## src/rtl/serdes_apb_cfg_master_if.sv

```systemverilog
// serdes_apb_cfg_master_if: command/response port and APB3 bus of the SERDESIF config master
interface serdes_apb_cfg_master_if;
  logic cmd_valid;
  logic cmd_ready;
  logic [1:0] cmd_op;
  logic [11:0] cmd_addr;
  logic [31:0] cmd_wdata;
  logic [31:0] cmd_mask;
  logic rsp_valid;
  logic [1:0] rsp_status;
  logic [31:0] rsp_rdata;
  logic [7:0] rsp_count;
  logic [11:0] apb_paddr;
  logic apb_psel;
  logic apb_penable;
  logic apb_pwrite;
  logic [31:0] apb_pwdata;
  logic [31:0] apb_prdata;
  logic apb_pready;
  logic apb_pslverr;
  modport master (
    input cmd_valid, cmd_op, cmd_addr, cmd_wdata, cmd_mask, apb_prdata, apb_pready, apb_pslverr,
    output cmd_ready, rsp_valid, rsp_status, rsp_rdata, rsp_count,
    output apb_paddr, apb_psel, apb_penable, apb_pwrite, apb_pwdata
  );
  modport slave (
    output cmd_valid, cmd_op, cmd_addr, cmd_wdata, cmd_mask, apb_prdata, apb_pready, apb_pslverr,
    input cmd_ready, rsp_valid, rsp_status, rsp_rdata, rsp_count,
    input apb_paddr, apb_psel, apb_penable, apb_pwrite, apb_pwdata
  );
endinterface

```

## src/rtl/serdes_apb_cfg_master.sv

```systemverilog
// serdes_apb_cfg_master: APB3 initiator running one WRITE/READ/POLL config command at a time
module serdes_apb_cfg_master #(
  parameter int POLL_MAX = 255,
  parameter int POLL_GAP = 15,
  parameter int WAIT_MAX = 1023
) (
  input logic apb_clk,
  input logic apb_rst,
  serdes_apb_cfg_master_if.master bus
);
  typedef enum logic [2:0] {IDLE, SETUP, ACCESS, GAP, DONE} state_t;
  state_t state, state_n;
  logic [1:0] op, status_n;
  logic [31:0] wdata, mask, rdata;
  logic [7:0] attempts, attempts_inc, gap_cnt;
  logic [15:0] wait_cnt;
  logic accept, is_write, is_poll, hit, abort, done_read;
  assign bus.cmd_ready = state == IDLE && !apb_rst;
  assign bus.apb_psel = state == SETUP || state == ACCESS;
  assign bus.apb_penable = state == ACCESS;
  assign bus.rsp_valid = state == DONE;
  assign accept = bus.cmd_valid && bus.cmd_ready;
  assign is_write = op == 2'b00;
  assign is_poll = op == 2'b10;
  assign attempts_inc = attempts == 8'hff ? attempts : attempts + 8'd1;
  assign hit = ((bus.apb_prdata ^ wdata) & mask) == 32'd0;
  assign abort = !bus.apb_pready && wait_cnt == 16'(WAIT_MAX - 1);
  assign done_read = state == ACCESS && bus.apb_pready && !is_write;
  always_comb begin
    state_n = state;
    status_n = 2'b00;
    case (state)
      IDLE: state_n = accept ? SETUP : IDLE;
      SETUP: state_n = ACCESS;
      ACCESS: begin
        if (abort) begin
          state_n = DONE;
          status_n = 2'b10;
        end else if (bus.apb_pready) begin
          if (bus.apb_pslverr) begin
            state_n = DONE;
            status_n = 2'b01;
          end else if (!is_poll || hit) begin
            state_n = DONE;
          end else if (attempts_inc == 8'(POLL_MAX)) begin
            state_n = DONE;
            status_n = 2'b11;
          end else begin
            state_n = POLL_GAP == 0 ? SETUP : GAP;
          end
        end
      end
      GAP: state_n = gap_cnt == 8'(POLL_GAP - 1) ? SETUP : GAP;
      default: state_n = IDLE;
    endcase
  end
  // Bus address/data stay latched from acceptance, so they are stable for the whole transfer
  always_ff @(posedge apb_clk or posedge apb_rst) begin
    if (apb_rst) begin
      state <= IDLE;
      op <= 2'b00;
      wdata <= 32'd0;
      mask <= 32'd0;
      rdata <= 32'd0;
      attempts <= 8'd0;
      gap_cnt <= 8'd0;
      wait_cnt <= 16'd0;
      bus.apb_paddr <= 12'd0;
      bus.apb_pwrite <= 1'b0;
      bus.apb_pwdata <= 32'd0;
      bus.rsp_status <= 2'b00;
      bus.rsp_rdata <= 32'd0;
      bus.rsp_count <= 8'd0;
    end else begin
      state <= state_n;
      if (accept) begin
        op <= bus.cmd_op;
        wdata <= bus.cmd_wdata;
        mask <= bus.cmd_mask;
        rdata <= 32'd0;
        attempts <= 8'd0;
        bus.apb_paddr <= bus.cmd_addr;
        bus.apb_pwrite <= bus.cmd_op == 2'b00;
        bus.apb_pwdata <= bus.cmd_op == 2'b00 ? bus.cmd_wdata : 32'd0;
      end
      wait_cnt <= state == ACCESS && !bus.apb_pready ? wait_cnt + 16'd1 : 16'd0;
      gap_cnt <= state == GAP ? gap_cnt + 8'd1 : 8'd0;
      if (done_read) begin
        rdata <= bus.apb_prdata;
        attempts <= attempts_inc;
      end
      if (state == ACCESS && state_n == DONE) begin
        bus.rsp_status <= status_n;
        bus.rsp_rdata <= done_read ? bus.apb_prdata : rdata;
        bus.rsp_count <= done_read ? attempts_inc : attempts;
      end
    end
  end
endmodule

```

## src/flat_wrapper.sv

```systemverilog
// flat-port wrapper written by rule: the top's interface ports become plain ports
module serdes_apb_cfg_master_flat 
#(
  parameter int POLL_MAX = 255,
  parameter int POLL_GAP = 15,
  parameter int WAIT_MAX = 1023
)
  (apb_clk, apb_rst, bus_cmd_valid, bus_cmd_op, bus_cmd_addr, bus_cmd_wdata, bus_cmd_mask, bus_apb_prdata, bus_apb_pready, bus_apb_pslverr, bus_cmd_ready, bus_rsp_valid, bus_rsp_status, bus_rsp_rdata, bus_rsp_count, bus_apb_paddr, bus_apb_psel, bus_apb_penable, bus_apb_pwrite, bus_apb_pwdata);
  serdes_apb_cfg_master_if bus_i ();
  input logic apb_clk;
  input logic apb_rst;
  input wire logic [$bits(bus_i.cmd_valid)-1:0] bus_cmd_valid;
  input wire logic [$bits(bus_i.cmd_op)-1:0] bus_cmd_op;
  input wire logic [$bits(bus_i.cmd_addr)-1:0] bus_cmd_addr;
  input wire logic [$bits(bus_i.cmd_wdata)-1:0] bus_cmd_wdata;
  input wire logic [$bits(bus_i.cmd_mask)-1:0] bus_cmd_mask;
  input wire logic [$bits(bus_i.apb_prdata)-1:0] bus_apb_prdata;
  input wire logic [$bits(bus_i.apb_pready)-1:0] bus_apb_pready;
  input wire logic [$bits(bus_i.apb_pslverr)-1:0] bus_apb_pslverr;
  output wire logic [$bits(bus_i.cmd_ready)-1:0] bus_cmd_ready;
  output wire logic [$bits(bus_i.rsp_valid)-1:0] bus_rsp_valid;
  output wire logic [$bits(bus_i.rsp_status)-1:0] bus_rsp_status;
  output wire logic [$bits(bus_i.rsp_rdata)-1:0] bus_rsp_rdata;
  output wire logic [$bits(bus_i.rsp_count)-1:0] bus_rsp_count;
  output wire logic [$bits(bus_i.apb_paddr)-1:0] bus_apb_paddr;
  output wire logic [$bits(bus_i.apb_psel)-1:0] bus_apb_psel;
  output wire logic [$bits(bus_i.apb_penable)-1:0] bus_apb_penable;
  output wire logic [$bits(bus_i.apb_pwrite)-1:0] bus_apb_pwrite;
  output wire logic [$bits(bus_i.apb_pwdata)-1:0] bus_apb_pwdata;
  assign bus_i.cmd_valid = bus_cmd_valid;
  assign bus_i.cmd_op = bus_cmd_op;
  assign bus_i.cmd_addr = bus_cmd_addr;
  assign bus_i.cmd_wdata = bus_cmd_wdata;
  assign bus_i.cmd_mask = bus_cmd_mask;
  assign bus_i.apb_prdata = bus_apb_prdata;
  assign bus_i.apb_pready = bus_apb_pready;
  assign bus_i.apb_pslverr = bus_apb_pslverr;
  assign bus_cmd_ready = bus_i.cmd_ready;
  assign bus_rsp_valid = bus_i.rsp_valid;
  assign bus_rsp_status = bus_i.rsp_status;
  assign bus_rsp_rdata = bus_i.rsp_rdata;
  assign bus_rsp_count = bus_i.rsp_count;
  assign bus_apb_paddr = bus_i.apb_paddr;
  assign bus_apb_psel = bus_i.apb_psel;
  assign bus_apb_penable = bus_i.apb_penable;
  assign bus_apb_pwrite = bus_i.apb_pwrite;
  assign bus_apb_pwdata = bus_i.apb_pwdata;
  serdes_apb_cfg_master #(.POLL_MAX(POLL_MAX), .POLL_GAP(POLL_GAP), .WAIT_MAX(WAIT_MAX)) u_core (.apb_clk(apb_clk), .apb_rst(apb_rst), .bus(bus_i));
endmodule
```

## config.mk

```make
export PLATFORM = sky130hd
export DESIGN_NAME = serdes_apb_cfg_master_flat
export DESIGN_NICKNAME = d
export VERILOG_FILES = /design/src/rtl/serdes_apb_cfg_master_if.sv /design/src/rtl/serdes_apb_cfg_master.sv /design/src/flat_wrapper.sv
export SDC_FILE = /design/constraint.sdc
export NUM_CORES = 1
export LEC_CHECK = 0
export BUFFER_PORTS_ARGS = -buffer_cell sky130_fd_sc_hd__buf_2
export CAP_MARGIN = 20
export CORE_MARGIN = 2
export CORE_UTILIZATION = 55
export CTS_CLUSTER_SIZE = 16
export DETAILED_ROUTE_END_ITERATION = 12
export HOLD_SLACK_MARGIN = 0.05
export MAX_ROUTING_LAYER = met4
export PLACE_DENSITY_LB_ADDON = 0.2
export SLEW_MARGIN = 20
export SYNTH_ARGS = -nofsm -noshare
export SYNTH_HDL_FRONTEND = slang
export SYNTH_SLANG_ARGS = --single-unit
export TNS_END_PERCENT = 100
```

## constraint.sdc

```tcl
create_clock -name apb_clk -period 9.3 [get_ports apb_clk]
set_clock_uncertainty 0.1 [all_clocks]
set_input_delay 0.93 -clock apb_clk [delete_from_list [all_inputs] [get_ports apb_clk]]
set_output_delay 0.93 -clock apb_clk [all_outputs]
set_load 0.005 [all_outputs]
```

==> metrics.txt <==
setup violators final 0; M1 GR Usage 0.345; Die Y about 140 um; CTS Root Cell clkbuf_16; Final WS setup 6.00 ns; unrepaired setup endpoints after global routing no; Placer Congestion roughly 0.85; PostCTS Resize Cnt 0; Critical Path RT 9.59 ns; cell area after layout 0.0115 sq mm; Clock H-tree levels 1; clock share of power 0.276; Post-synth top cells nand2_1 (321), dfrtp_1 (220), mux2i_1 (70), nor2_1 (65), xor2_1 (47); postcts setup bufs 0; Placeable Area 0.0171 sq mm; max_cap viols 0; Worst EP arrival around 3.6 ns; Psw 1.10 mW; dominant cell type by area after synthesis dfrtp_1; Peak VDD IR 0.158 mV; relative slew slack 0.318; Worst setup EP type flip-flop; DR iter-0 viols 425; Post-Synthesis Cell Area 0.00953 sq mm; GR peak layer met2; Total GRT Usage 0.251; yosys warns 0; share of cells above drive strength 1 0.226; Async S/R FF share, synth 1.00; share of the synthesized area in the top cell type 0.578; die area 0.0184 sq mm; Leak 6.00 nW; pwr dens 295 mW/mm^2; clk buf depth 3; Post-Synthesis Cells 969; final setup TNS 0 ns; PortBufs 205; Layout area overhead 20.3%; Worst-path clk slew 0.06 ns; worst-margin pin slew roughly 1 ns; combinational power share 0.275; Post-Syn Area per Cell ~10 sq um; GR Overflow Total 0; DRT Pass-1 Iters 4; Reg2Reg Depth 4; io pins 206; cell with the most instances after synthesis nand2_1; CTS tree done; Post-synth EDFFs 0; cts bufs inserted 23; Hold WS 0.361 ns; Most used DFF post-synth dfrtp_1; WL final 22300 um; Final Hold Violating Endpoints 0; fmax 303 MHz; sequential share of power 0.449; nets 1278; min-delay worst type flip-flop to flip-flop; hpwl dp 14900 um; clk sinks 220; post-layout min period between 3 and 4 ns; Total Power 3.38 mW; post-detailed-route DRC marker count 0; met3 Usage GRT 0.0490; pre-CTS WS 5.51 ns; CTS Hold Bufs 0; Syn Nets ~1100; Setup CP Type primary input to flip-flop; Placed Area 0.0107 sq mm; initial core utilization 0.557; Hold Crit Depth 2; P_int 2.27 mW; Synth cell types 48; Seq/Total Area, Yosys 0.578; GR Util met2 0.390; final worst-path cycle share 0.355; Rows 48; flops & latches, synth 220; pin count of the biggest net entering global routing 155; Slew Limit Fails 0; crit-path max FO 100; initial antenna violation count 4; synth top area cells dfrtp_1 (58%), nand2_1 (13%), mux2i_1 (7.4%); first-pass GRT wire length 35700 um; status complete, no violations; vias 7174; drt via density 5.12; Worst-Skew Late Latency 0.50 ns; Routed wire per std cell between 15 and 20 um; Final ANT Viol Nets 0; Worst setup SP type primary input; Sw Ratio 0.327; Die Width 136 um; vias in the first global route 7050
## registers in the layout (all words and copies together), names as in the netlist, 12 cells and up
register	flops
u_core.bus.apb_pwdata	32
u_core.rdata	32
u_core.bus.apb_paddr	12
u_core.wait_cnt	16
u_core.mask	32
u_core.bus.rsp_rdata	32
u_core.wdata	32
## cells by family (layout without fill, tap and decap cells)
family,count (synthesis),after routing,share of synthesized area
AOI/OAI and AO/OA,45,45,0.0319
xor gates and xnor gates,52,52,0.0478
buffers and inverters,90,294,0.0411
muxes,77,77,0.0830
DFF,220,220,0.578
adders and majority gates,5,5,0.00657
and+or+nand+nor,480,480,0.212
other,0,4,0
## cell type report
| cell class | instances | area [sq um] |
|---|---|---|
| well taps | 225 | 282 |
| flip-flops and latches | 220 | 5510 |
| multi-input cells | 659 | 3650 |
| clock buffers | 34 | 687 |
| repair buffers | 209 | 1060 |
| diodes | 4 | 10.0 |
| fillers | 1421 | 5660 |
| inverters | 45 | 186 |
| clock inverters | 6 | 82.6 |
## metal layers
layer  vias up  part of all wire  wire length, um
li1       3516                 -                -
met1      3437              0.45            10100
met4         0             0.019              433
met2       186              0.47            10500
met3        35             0.058             1300
met5         -                 0                0
## power groups by stage
stage          combinational (mW)  clock [mW]  sequential, mW
5_1_grt                      1.06       0.985            1.56
3_5_place_dp                0.937           0            1.53
3_3_place_gp                0.909           0            1.52
4_1_cts                     0.943       0.946            1.52
2_1_floorplan               0.606           0            1.50
6_report                    0.929       0.933            1.52
## cell usage in the layout, fill, tap and decap left out, drive strengths merged, types with 7 or more instances in the layout
cell type,instances
dfrtp,220
o21ai,14
nor3,7
a22oi,16
xor2,47
mux2,7
inv,44
nand4,13
mux2i,70
nand3,44
clkbuf,34
nor2,66
buf,209
nand2,321
## critical path, cell delays in order
cell and delay, ns:
buf_2 0.14, nor4_1 0.55, and2_4 0.61, buf_4 0.85
mux2_2 0.41
## through the flow
| stage | cells | util |
|---|---|---|
| after floorplan | 969 | - |
| after global placement | 1358 | 0.624 |
| after detailed placement | 1358 | 0.624 |
| after CTS | 1398 | 0.668 |
| after global routing | 1402 | 0.670 |
| final | 1402 | 0.670 |
## final timing paths
path / to / startpoint / slack, ns
max: u_core.bus.apb_pwrite / apb_rst / 6.00
min: u_core.bus.apb_pwdata[19] / u_core.bus.apb_pwdata[19] / 0.36
max reg2reg: u_core.bus.apb_pwrite / u_core.state[1] / 6.00
min reg2reg: u_core.bus.apb_pwdata[19] / u_core.bus.apb_pwdata[19] / 0.36
max in group asynchronous: u_core.bus.apb_paddr[4] / apb_rst / 7.24
min in group asynchronous: u_core.bus.rsp_rdata[3] / apb_rst / 0.50
No activity file was read; power rests on OpenSTA's default activity.
